## src/rtl/button_gesture.sv

```systemverilog
// rtl/button_gesture.sv - classifies debounced button activity into short/long/double/repeat gestures
module button_gesture #(
    parameter int LONG_TICKS   = 160,
    parameter int DBL_TICKS    = 60,
    parameter int REPEAT_TICKS = 20
) (
    input  logic       clk,
    input  logic       rst,
    input  logic       tick,
    input  logic       btn_db,
    input  logic       btn_rise,
    input  logic       btn_fall,
    output logic       short_press,
    output logic       long_press,
    output logic       double_click,
    output logic       repeat_pulse,
    output logic       busy,
    output logic [2:0] state
);

    typedef enum logic [2:0] {
        S_IDLE     = 3'd0,
        S_PRESS1   = 3'd1,
        S_WAIT2    = 3'd2,
        S_HELD     = 3'd3,
        S_WAIT_REL = 3'd4
    } state_t;

    localparam logic [15:0] LONG_LAST   = 16'(LONG_TICKS - 1);
    localparam logic [15:0] DBL_LAST    = 16'(DBL_TICKS - 1);
    localparam logic [15:0] REPEAT_LAST = 16'(REPEAT_TICKS - 1);

    state_t      cur_state;
    state_t      nxt_state;
    logic [15:0] cnt;
    logic        short_nxt;
    logic        long_nxt;
    logic        dbl_nxt;
    logic        rep_nxt;
    logic        counting;

    assign counting = (cur_state == S_PRESS1) || (cur_state == S_WAIT2) || (cur_state == S_HELD);

    // State, counter and registered outputs
    always_ff @(posedge clk) begin
        if (rst) begin
            cur_state    <= S_IDLE;
            cnt          <= 16'd0;
            short_press  <= 1'b0;
            long_press   <= 1'b0;
            double_click <= 1'b0;
            repeat_pulse <= 1'b0;
            busy         <= 1'b0;
        end else begin
            cur_state    <= nxt_state;
            short_press  <= short_nxt;
            long_press   <= long_nxt;
            double_click <= dbl_nxt;
            repeat_pulse <= rep_nxt;
            busy         <= (nxt_state != S_IDLE);
            if ((nxt_state != cur_state) || rep_nxt) begin
                cnt <= 16'd0;
            end else if (tick && counting) begin
                cnt <= cnt + 16'd1;
            end
        end
    end

    // Releases always take priority over the terminal tick in the same cycle
    always_comb begin
        nxt_state = cur_state;
        case (cur_state)
            S_IDLE: begin
                if (btn_rise) nxt_state = S_PRESS1;
            end
            S_PRESS1: begin
                if (btn_fall)                        nxt_state = S_WAIT2;
                else if (tick && (cnt == LONG_LAST)) nxt_state = S_HELD;
            end
            S_WAIT2: begin
                if (btn_rise)                       nxt_state = S_WAIT_REL;
                else if (tick && (cnt == DBL_LAST)) nxt_state = S_IDLE;
            end
            S_HELD: begin
                if (btn_fall || !btn_db) nxt_state = S_IDLE;
            end
            S_WAIT_REL: begin
                if (btn_fall || !btn_db) nxt_state = S_IDLE;
            end
            default: nxt_state = S_IDLE;
        endcase
    end

    always_comb begin
        short_nxt = 1'b0;
        long_nxt  = 1'b0;
        dbl_nxt   = 1'b0;
        rep_nxt   = 1'b0;
        case (cur_state)
            S_PRESS1: long_nxt  = (nxt_state == S_HELD);
            S_WAIT2: begin
                dbl_nxt   = (nxt_state == S_WAIT_REL);
                short_nxt = (nxt_state == S_IDLE);
            end
            S_HELD:   rep_nxt   = (nxt_state == S_HELD) && tick && (cnt == REPEAT_LAST);
            default: ;
        endcase
    end

    assign state = cur_state;

endmodule

```

## config.mk

```make
export PLATFORM = sky130hd
export DESIGN_NAME = button_gesture
export DESIGN_NICKNAME = d
export VERILOG_FILES = /design/src/rtl/button_gesture.sv
export SDC_FILE = /design/constraint.sdc
export NUM_CORES = 1
export LEC_CHECK = 0
export ABC_AREA = 1
export BUFFER_PORTS_ARGS = -buffer_cell sky130_fd_sc_hd__buf_4
export CORE_ASPECT_RATIO = 0.5
export CORE_MARGIN = 1.5
export CORE_UTILIZATION = 35
export DETAILED_ROUTE_END_ITERATION = 8
export PLACE_DENSITY = 0.56
export SKIP_CTS_REPAIR_TIMING = 1
export SKIP_LAST_GASP = 1
export SLEW_MARGIN = 20
export SYNTH_ARGS = -nofsm -noshare
export SYNTH_HDL_FRONTEND = slang
export SYNTH_SLANG_ARGS = --single-unit
```

## constraint.sdc

```tcl
create_clock -name clk -period 3.9 [get_ports clk]
set_input_delay 0.39 -clock clk [delete_from_list [all_inputs] [get_ports clk]]
set_output_delay 0.39 -clock clk [all_outputs]
set_load 0.05 [all_outputs]
```

* Yosys cells after proc, flatten, opt, wreduce, memory -nomap -nowiden
Cells that the tools add are included.
** Storage, ports and cells
- Word-level logic and storage cells :: 45
- Input port bits :: 6
- Register bits after elaboration :: 24
- Output and inout bits :: 8
** Cells by class
- Equality and inequality tests :: 10
- Multiplexer cells :: 8
- Reductions and logical operators :: 17
- Bitwise gates (word level) :: 2
- Add/subtract/negate cells :: 1
** Operators with widths (number)
- 2-to-1 mux 3 bit :: 6
- adder 16 x 1 -> 16 bit, second input constant :: 1
- == test 16 x 5 -> 1 bit, second input constant :: 1
- == test 16 x 6 -> 1 bit, second input constant :: 1
- == test 16 x 8 -> 1 bit, second input constant :: 1
- one-hot mux 3 bit (4 select lines) :: 1
- == test 3 x 2 -> 1 bit, second input constant :: 3
- OR reduction 2 bit :: 4
- == test 3 bit, second input constant :: 2
- zero test 3 bit :: 2
- logical AND 1 bit :: 5
- logical OR 1 bit :: 4
- == test 3 x 1 -> 1 bit, second input constant :: 1
- inequality test 3 bit :: 1
- nonzero test 3 bit :: 1
- inverter 1 bit :: 2
- zero test 1 bit :: 1
- 2-to-1 mux 1 bit :: 1

* Longest topological paths before layout
Gate-level depths: netlist of run 1.
- Depth in word-level cells :: 11
- Depth in mapped cells :: 12
- Mapped depth without buffers :: 11

* Worst setup path after synthesis of run 1
Ideal clock, no wire load.
- Path type :: reg2reg
- Start :: register cur_state[1] (netlist: state[1])
- End :: register cnt[8]
- Setup time :: 0.116 ns
- Arrival time :: 1.730 ns
- Data required time :: 3.784 ns
- Buffers on the path :: 2
- Setup slack :: 2.054 ns
- Period minus slack after synthesis :: 1.846 ns
- Stages on the path, launching flop included :: 12
- Path through :: dfxtp_1 buf_6 nand2_1 nor2_1 inv_1 nor3_1 nand2_1 nor2_2 nor2_2 nand2_2 buf_6 nor2_1
** Between the ends
- Word-level cells in the longest chain between the ends :: 9
- Elaborated cells between the ends (all ways) :: 23
- Classes of those cells :: eq/ne (6); mux (8); reduce/logical (9)
** RTL lines
- start: declaration :: line 33 : state_t cur_state;
- start signal: assignment :: line 55 : cur_state <= nxt_state;
- == test 3 x 2 -> 1 bit, or another cell as far along :: line 42, 72, 99
- OR reduction 2 bit (no line), or another cell as far along
- one-hot mux 3 bit (4 select lines) :: line 72 : case (cur_state)
- == test 3 x 2 -> 1 bit :: line 105 : S_HELD: rep_nxt = (nxt_state == S_HELD) && tick && (cnt == REPEAT_LAST);
- logical AND 1 bit (2 in a row) :: line 105
- 2-to-1 mux 1 bit :: line 99 : case (cur_state)
- logical OR 1 bit :: line 61 : if ((nxt_state != cur_state) || rep_nxt) begin
- OR reduction 2 bit (no line)
- end signal: assignment :: line 64 : cnt <= cnt + 16'd1;
- end: declaration :: line 35 : logic [15:0] cnt;
Parallel ways exist; a longest one is shown, timed or not.
A chain may end at the register's enable or synchronous reset.

* Worst setup path after layout of run 1
- Start :: register cur_state[1] (netlist: state[1])
- End :: register cnt[10]
Same word-level chain as after synthesis.

==> metrics, run 1 <==
startpoint types flop; Finished Cell Area 1520 µm²; Hold WC Path Type input pin to flop; # port buffers 13; slew of the pin with the lowest slew margin ~0.51 ns; crit path DAT around 2.1 ns; combinational share of power 11.5%; routed wire length around 2.8 mm; Final TNS setup 0 ns; pwr/cell area around 320 nW/µm²; Initial Util a little under two fifths; worst vdd ir between 0.00015 and 0.0002 V; clock root cell clkbuf_8; Synth Register Bits 24; Worst-path clk slew roughly 0.09 ns; H-tree depth 1; Post-Syn Nets ~210; Max Freq ~510 MHz; Mapped Cells 206; initial antenna violation count 0; clock buffer count from CTS 3; Final Hold Vio Count 0; area post-placement about 1500 µm²; final setup fails 0; DRT iter0 DRCs 43; syn avg cell area 6.50 µm²; Final period util 49.8%; Pint roughly 0.00036 W; Clock power frac a little over a third; Max-Cap Viols 0; Rows 15; clock sinks 24; DPL Wire Length 2.13 mm; DIE HEIGHT ~47 µm; largest net degree at the start of global routing 17; most frequent cells in the layout nor2_1 (47), nand2_1 (39), inv_1 (33); Seq/Total Area, Yosys 35.9%; Max Root-Sink Buffers 2; static leakage about 0.62 nW; synthesized area roughly 1300 µm²; top cells by area, synth dfxtp_1 (36%), nor2_1 (13%), nand2_1 (11%); share of the synthesized area in the top cell type 35.9%; layout overhead on the synthesized area 13.7%; share of cells above drive strength 1 about 14%; run status completed; Nets around 230; hold_ws 0.284 ns; grt total ovfl 0; RSZ-0062 raised after global routing no; worst slack at placement slightly below 2 ns; Ys Warns 0; Worst Path Required 4.07 ns; Final Slew Violations 0; post-synth cell types 22; Fin Clk Skew around 0.0068 ns; Final ANT Viol Nets 0; kind of critical path flop to flop; dominant cell type by area after synthesis dfxtp_1; commonest non-fill, non-tap cell in the layout nor2_1; drt drc 0; switch share a little over a quarter; CTS tree yes; final period demand of the worst path ~1.9 ns; global-route wire length before repair 4.77 mm; number of vias per cell 4.46; Setup WS post-layout 1.96 ns; drt first pass iters 4; # diodes 0; DR vias 1205; final estimated routing congestion in global placement between 0.8 and 0.9; Core ar. between 3000 and 4000 µm²; critical path peak fanout 14; vias in the first global route approximately 1.1k; sequential group share of total power 51.9%; Die X ~90 µm; Slew HR roughly 66%; Setup crit end kind flop; Filler cells roughly 390; IO Pins 14; die footprint 4230 µm²; sw power 0.000131 W; All-Layer GR Usage between 10 and 15%; worst skew pair latency 0.28 ns; per-cell routed wire length 10.3 µm
==> per-layer routing <==
layer	GRT usage, %	wire [µm]	up-vias
li1	-	-	653
met1	17.9	1410	531
met2	26.8	1260	17
met3	3.88	85	4
met4	6.35	36	0
met5	0	0	-
==> registers in the layout, indices dropped and copies added (netlist names) <==
register	cells
state	3
double_click	1
short_press	1
long_press	1
cnt	16
busy	1
repeat_pulse	1
==> per-stage QoR <==
step                cells  total power, W  utilization, %
finish                270        0.000488            42.9
global route          270        0.000505            42.9
CTS                   270        0.000489            42.9
detailed placement    266        0.000316            41.4
global placement      266        0.000316            41.4
floorplan             206        0.000302               -
==> cell usage after synthesis <==
| library cell | number |
|---|---|
| nor3_1 | 5 |
| mux2_2 | 1 |
| o21bai_1 | 1 |
| a21oi_1 | 4 |
| nand3_1 | 16 |
| and2_1 | 1 |
| ha_1 | 1 |
| o21ai_0 | 1 |
| inv_1 | 33 |
| xnor2_1 | 1 |
| inv_2 | 1 |
| nand2_2 | 1 |
| nor3_2 | 1 |
| nor2_2 | 9 |
| xor2_1 | 10 |
| nor2_1 | 47 |
| nand2_1 | 39 |
| nand4_1 | 5 |
| buf_6 | 2 |
| dfxtp_1 | 24 |
| buf_2 | 2 |
| a22oi_1 | 1 |
==> area by class of cell <==
class	instances	area (µm²)	area share, %
Clock buffer	4	55.1	3.62
Timing Repair Buffer	13	97.6	6.41
Multi-Input combinational cell	144	698	45.9
Tap cell	51	63.8	4.19
Sequential cell	24	480	31.6
Inverter	34	128	8.38
==> cell families (layout without fill, tap and decap cells) <==
| group | after synthesis | in the layout | share of synthesized area, % |
|---|---|---|---|
| AND/OR/NAND/NOR | 124 | 124 | 40.2 |
| buffers and inverters | 38 | 51 | 12.0 |
| flip-flops | 24 | 24 | 35.9 |
| XOR/XNOR | 11 | 11 | 7.20 |
| AO/OA/AOI/OAI | 7 | 7 | 2.99 |
| adder cells (fa/ha/maj) | 1 | 1 | 0.934 |
| multiplexers | 1 | 1 | 0.841 |
==> critical path: stages, from the launching register on <==
cell and delay [ns]:
dfxtp_1 0.49, nor2_2 0.10, nor2_2 0.44, nand4_1 0.30, nor3_2 0.27, xor2_1 0.17
nor2_1 0.06
==> power groups by stage <==
stage          Clock, W  Combinational [W]  Sequential (W)
2_1_floorplan         0          0.0000337        0.000268
6_report       0.000178          0.0000560        0.000253
5_1_grt        0.000189          0.0000627        0.000254
3_5_place_dp          0          0.0000570        0.000259
3_3_place_gp          0          0.0000575        0.000258
4_1_cts        0.000179          0.0000571        0.000253
==> final timing paths <==
| check | start | to | slack, ns | cells after the start |
|---|---|---|---|---|
| max | state[1] | cnt[10] | 1.96 | 6 |
| min | rst | state[2] | 0.28 | 2 |
| max reg2reg | state[1] | cnt[10] | 1.96 | 6 |
| min reg2reg | cnt[14] | cnt[14] | 0.58 | 3 |
(Power assumes the default switching activity.)
==> inputs of run 2 (changes only) <==
--- a/config.mk
+++ b/config.mk
@@ -11,7 +11,7 @@
 export CORE_MARGIN = 1.5
 export CORE_UTILIZATION = 35
 export DETAILED_ROUTE_END_ITERATION = 8
-export PLACE_DENSITY = 0.56
+export PLACE_DENSITY = 0.58
 export SKIP_CTS_REPAIR_TIMING = 1
 export SKIP_LAST_GASP = 1
 export SLEW_MARGIN = 20
==> constraint.sdc (replaced) <==
create_clock -name clk -period 1.7 [get_ports clk]
set_input_delay 0.17 -clock clk [delete_from_list [all_inputs] [get_ports clk]]
set_output_delay 0.17 -clock clk [all_outputs]
set_load 0.05 [all_outputs]
==> run 2 against run 1 <==
  * Non-clock buffer count rose by 10
  * Sequential cell count did not move
  * Clock skew fell by 0.00090 ns
  * Register-to-register slack got worse by 1.9 ns
  * Hold slack got worse by 0.21 ns
  * Core utilization rose by 4.5 points
  * Via count rose by 5.0%
  * Count of clock-buffer cells in the layout fell by 1
  * Die area did not move
  * Routed wire length rose by 4.4%
  * Global-route usage fell by 1.1 points
  * Sequential power rose by 130%
  * Largest cell class unchanged
  * Largest power group unchanged
==> metrics, run 2 (synthesis gave the netlist of run 1 again) <==
grt total ovfl 0 (unchanged); Initial Util 37.7% (unchanged); clock buffer count from CTS 3 (unchanged); per-cell routed wire length 10.4 µm (was 10.3 µm); most frequent cells in the layout nor2_1 (46), nand2_1 (39), inv_1 (32) (was nor2_1 (47), nand2_1 (39), inv_1 (33)); IO Pins 14 (unchanged); # port buffers 13 (unchanged); H-tree depth 1 (unchanged); number of vias per cell 4.52 (was 4.46); Setup crit end kind flop (unchanged); Core ar. 3550 µm² (unchanged); kind of critical path flop to flop (unchanged); Die X 90.5 µm (unchanged); critical path peak fanout 8 (was 14); DIE HEIGHT 46.7 µm (unchanged); Worst-path clk slew 0.09 ns (about the same); global-route wire length before repair 4.59 mm (was 4.77 mm); drt drc 0 (unchanged); CP startpoint cnt[0] (was state[1]); Nets 237 (was 227); clock sinks 24 (unchanged); vias in the first global route 1092 (was 1087); Rows 15 (unchanged); DR vias 1265 (was 1205); Max-Cap Viols 0 (unchanged); Final Hold Vio Count 0 (unchanged); final estimated routing congestion in global placement 0.810 (was 0.855); startpoint types flop (unchanged); register name with the most flops cnt (unchanged); Final Power 0.00125 W (was 0.000488 W); R2R setup slack 0.10 ns (was 1.96 ns); CP max stage delay 0.38 ns (was 0.49 ns); Crit Reg-Reg Startpoint cnt[0] (was state[1]); layout overhead on the synthesized area 25.6% (was 13.7%); worst reg2reg path depth 11 (was 6); clock root cell clkbuf_8 (unchanged); DPL Wire Length 2.09 mm (was 2.13 mm); Max Freq 626 MHz (was 515 MHz); crit path DAT 1.77 ns (was 2.11 ns); most used cell, CP nand2_1 (was nor2_2); slew of the pin with the lowest slew margin 0.364 ns (was 0.514 ns); worst vdd ir 0.000399 V (was 0.000179 V); die footprint 4230 µm² (unchanged); # diodes 0 (unchanged); static leakage 0.708 nW (was 0.622 nW); fin util 47.4% (was 42.9%); pwr/cell area 745 nW/µm² (was 320 nW/µm²); final period demand of the worst path 1.60 ns (was 1.94 ns); Slew HR 75.5% (was 65.7%); R2R Path End cnt[7] (was cnt[10]); DRT iter0 DRCs 85 (was 43); critical path, cell by cell ha_4 -> nand2_1 -> inv_2 -> nand2_1 -> nor2_1 -> nand2_1 -> a21oi_2 -> o21bai_1 -> nand2_2 -> clkbuf_16 -> nor2_1 (was nor2_2 -> nor2_2 -> nand4_1 -> nor3_2 -> xor2_1 -> nor2_1); All-Layer GR Usage 13.8% (was 14.9%); max FFs per register 16 (unchanged); share of cells above drive strength 1 21.8% (was 13.7%); Final ANT Viol Nets 0 (unchanged); CP max-delay cell dfxtp_2 (was dfxtp_1); worst skew pair latency 0.27 ns (was 0.28 ns); Hold WC Path Type input pin to flop (unchanged); Fin Clk Skew 0.00586 ns (was 0.00676 ns); Max Root-Sink Buffers 2 (unchanged); CP Capture Point cnt[7] (was cnt[10]); run status completed (unchanged); initial antenna violation count 0 (unchanged); final setup fails 0 (unchanged); largest net degree at the start of global routing 17 (unchanged); Worst Path Required 1.87 ns (was 4.07 ns); Final period util 93.9% (was 49.8%); drt first pass iters 4 (unchanged); routed wire length 2.92 mm (was 2.79 mm); Final Slew Violations 0 (unchanged); CTS tree yes (unchanged); commonest non-fill, non-tap cell in the layout nor2_1 (unchanged)
[run 2: where the power goes]
part | internal, W | switching [W] | leakage (nW)
Clock | 0.000315 | 0.000186 | 0.0357
Sequential | 0.000571 | 0.0000113 | 0.197
Combinational | 0.0000689 | 0.000101 | 0.476
[run 2: layout make-up]
cell class              instances  area, µm²
clock buffers                   3       41.3
fillers                       378       1870
flip-flops and latches         24        488
multi-input cells             144        728
clock inverters                 1       30.0
inverters                      34        128
repair buffers                 23        203
well taps                      51       63.8
[run 2: metal layers]
metal	wire, µm	GRT usage (%)	vias to the layer above
met5	0	0	-
met4	43	2.86	0
met3	97	3.40	4
met2	1310	25.3	25
met1	1460	17.2	566
li1	-	-	670
[run 2: worst min-delay path by stage]
stage	depth (start not counted)	slack (ns)	to	from
after floorplan	1	0.23	state[2]	rst
after global placement	2	0.36	state[1]	rst
after detailed placement	2	0.36	state[2]	rst
after CTS	2	0.07	state[2]	rst
after global routing	2	0.07	state[2]	rst
final	2	0.08	state[2]	rst
[run 2: metrics by stage]
| stage | cell area [µm²] | cells | setup slack, ns | TNS [ns] | hold slack [ns] |
|---|---|---|---|---|---|
| floorplan | 1340 | 206 | 0.0435 | 0 | 0.235 |
| global placement | 1510 | 269 | 0.108 | 0 | 0.361 |
| detailed placement | 1510 | 269 | 0.0576 | 0 | 0.355 |
| CTS | 1580 | 273 | 0.0380 | 0 | 0.0710 |
| global route | 1680 | 280 | -0.0331 | -0.314 | 0.0697 |
| finish | 1680 | 280 | 0.104 | 0 | 0.0764 |
[run 2: critical path: cells and delay by family (launching register included)]
| kind | cells | cell delay, ns |
|---|---|---|
| compound gates | 2 | 0.26 |
| fa+ha+maj | 1 | 0.15 |
| buf+inv | 2 | 0.26 |
| flops | 1 | 0.38 |
| simple gates | 6 | 0.46 |
==> inputs of run 3 (changes only) <==
--- a/config.mk
+++ b/config.mk
@@ -7,8 +7,7 @@
 export LEC_CHECK = 0
 export ABC_AREA = 1
 export BUFFER_PORTS_ARGS = -buffer_cell sky130_fd_sc_hd__buf_4
-export CORE_ASPECT_RATIO = 0.5
-export CORE_MARGIN = 1.5
+export CORE_ASPECT_RATIO = 0.6
 export CORE_UTILIZATION = 35
 export DETAILED_ROUTE_END_ITERATION = 8
 export PLACE_DENSITY = 0.58
==> run 3 against run 2 <==
  * Core utilization decreased by 1.2 points
  * Register-to-register slack improved by 0.04 ns
  * Routed wire length decreased by 0.72%
  * Setup slack improved by 0.037 ns
  * Maximum frequency increased by 2.3%
  * Highest routed layer unchanged
  * Count of clock-buffer cells in the layout increased by 1
  * Final cell count decreased by 3.6%
  * Combinational power decreased by 11%
  * Hold slack got worse by 0.017 ns
  * Critical path depth unchanged
==> metrics, run 3 (synthesis gave the netlist of run 1 again) <==
fin util 46.3% (was 47.4%); static leakage 0.669 nW (was 0.708 nW); Final Power 0.00113 W (was 0.00125 W); Hold WC Path Type input pin to flop (unchanged); Filler cells 367 (was 378); # diodes 0 (unchanged); crit path DAT 1.73 ns (was 1.77 ns); Worst-path clk slew 0.09 ns (about the same); pwr/cell area 707 nW/µm² (was 745 nW/µm²); Final ANT Viol Nets 0 (unchanged); Max Root-Sink Buffers 2 (unchanged); Final Slew Violations 0 (unchanged); final estimated routing congestion in global placement 0.823 (was 0.810); Slew HR 70.7% (was 75.5%); Worst Path Required 1.87 ns (about the same); grt total ovfl 0 (unchanged); DIE HEIGHT 49.9 µm (was 46.7 µm); Rows 16 (was 15); register name with the most flops cnt (unchanged); H-tree depth 1 (unchanged); DRT iter0 DRCs 84 (was 85); Final period util 91.8% (was 93.9%); CP max-delay cell dfxtp_1 (was dfxtp_2); share of cells above drive strength 1 19.1% (was 21.8%); max FFs per register 16 (unchanged); CTS tree yes (unchanged); IO Pins 14 (unchanged); RSZ-0062 raised after global routing no; Core ar. 3440 µm² (was 3550 µm²); worst vdd ir 0.000493 V (was 0.000399 V); Fin Clk Skew 0.00291 ns (was 0.00586 ns); DR vias 1212 (was 1265); Max Freq 641 MHz (was 626 MHz); startpoint types flop (unchanged); clock root cell clkbuf_8 (unchanged); clock sinks 24 (unchanged); die footprint 4080 µm² (was 4230 µm²); routed wire length 2.90 mm (was 2.92 mm); commonest non-fill, non-tap cell in the layout nor2_1 (unchanged); slew of the pin with the lowest slew margin 0.436 ns (was 0.364 ns); worst skew pair latency 0.27 ns (about the same); All-Layer GR Usage 16.2% (was 13.8%); clock buffer count from CTS 3 (unchanged); vias in the first global route 977 (was 1092); hold_ws 0.0590 ns (was 0.0764 ns); Die X 81.8 µm (was 90.5 µm); initial antenna violation count 0 (unchanged); most frequent cells in the layout nor2_1 (47), nand2_1 (39), inv_1 (32) (was nor2_1 (46), nand2_1 (39), inv_1 (32)); final setup fails 0 (unchanged); DPL Wire Length 2.25 mm (was 2.09 mm); global-route wire length before repair 4.94 mm (was 4.59 mm); run status completed (unchanged); layout overhead on the synthesized area 19.0% (was 25.6%); critical path peak fanout 16 (was 8); Initial Util 38.9% (was 37.7%); Setup crit end kind flop (unchanged); # port buffers 13 (unchanged); largest net degree at the start of global routing 17 (unchanged); most used cell, CP nand2_1 (unchanged); CP max stage delay 0.36 ns (was 0.38 ns); Max-Cap Viols 0 (unchanged); drt drc 0 (unchanged); kind of critical path flop to flop (unchanged); Final TNS setup 0 ns (unchanged); Final Hold Vio Count 0 (unchanged); critical path, cell by cell ha_2 -> nand2_1 -> inv_2 -> nand2_1 -> nor2_1 -> nand2_1 -> a21oi_2 -> o21bai_1 -> nand2_2 -> buf_12 -> nor2_1 (was ha_4 -> nand2_1 -> inv_2 -> nand2_1 -> nor2_1 -> nand2_1 -> a21oi_2 -> o21bai_1 -> nand2_2 -> clkbuf_16 -> nor2_1); number of vias per cell 4.49 (was 4.52); Nets 233 (was 237); per-cell routed wire length 10.7 µm (was 10.4 µm); drt first pass iters 4 (unchanged); final period demand of the worst path 1.56 ns (was 1.60 ns)
==> run 3: changes by cell type in the layout (fill, tap and decap cells not counted) <==
cell	previous run	this run
buf_4	21	18
dfxtp_4	0	1
dfxtp_1	18	20
clkbuf_16	1	0
nor2_1	46	47
ha_4	1	0
bufinv_16	1	0
dfxtp_2	6	3
clkbuf_8	3	4
nor2_4	1	0
ha_2	0	1
==> run 3: final timing paths <==
path / from / to / slack, ns / cells after the start
setup / recovery: cnt[1] / cnt[3] / 0.14 / 11
hold / removal: rst / state[2] / 0.06 / 2
setup reg to reg: cnt[1] / cnt[3] / 0.14 / 11
hold reg to reg: cnt[0] / cnt[0] / 0.55 / 3
==> run 3: stage by stage <==
step / std cells / cell area (µm²) / worst slack (ns)
final: 270 / 1590 / 0.140
after CTS: 268 / 1560 / 0.0440
after floorplan: 206 / 1340 / 0.0435
after global placement: 264 / 1510 / 0.115
after global routing: 270 / 1590 / 0.00412
after detailed placement: 264 / 1510 / 0.0617
==> run 3: worst max-delay path: cells and delay by family, from the launching register on <==
kind | cells | cell delay [ns]
adder cells (fa/ha/maj) | 1 | 0.21
AO/OA/AOI/OAI | 2 | 0.23
AND/OR/NAND/NOR | 6 | 0.41
buffers and inverters | 2 | 0.24
flip-flops | 1 | 0.36
==> run 3: layout make-up <==
type / count / area (µm²) / share of cell area, %
inverter: 34 / 128 / 8.01
sequential: 24 / 488 / 30.6
timing repair buffer: 19 / 155 / 9.74
multi-input combinational: 144 / 711 / 44.6
clock buffer: 4 / 55.1 / 3.46
tap: 45 / 56.3 / 3.53
==> run 3: where the power goes <==
group	switching (W)	internal (W)
clock	0.000185	0.000207
combinational	0.0000967	0.0000544
sequential	0.0000118	0.000570
total	0.000294	0.000832
==> run 3: per-layer routing <==
metal | share of wire (%) | global-route usage [%]
met1 | 57 | 28.2
met2 | 33 | 17.4
met3 | 9.1 | 5.00
met4 | 0.62 | 3.51
met5 | 0 | 0
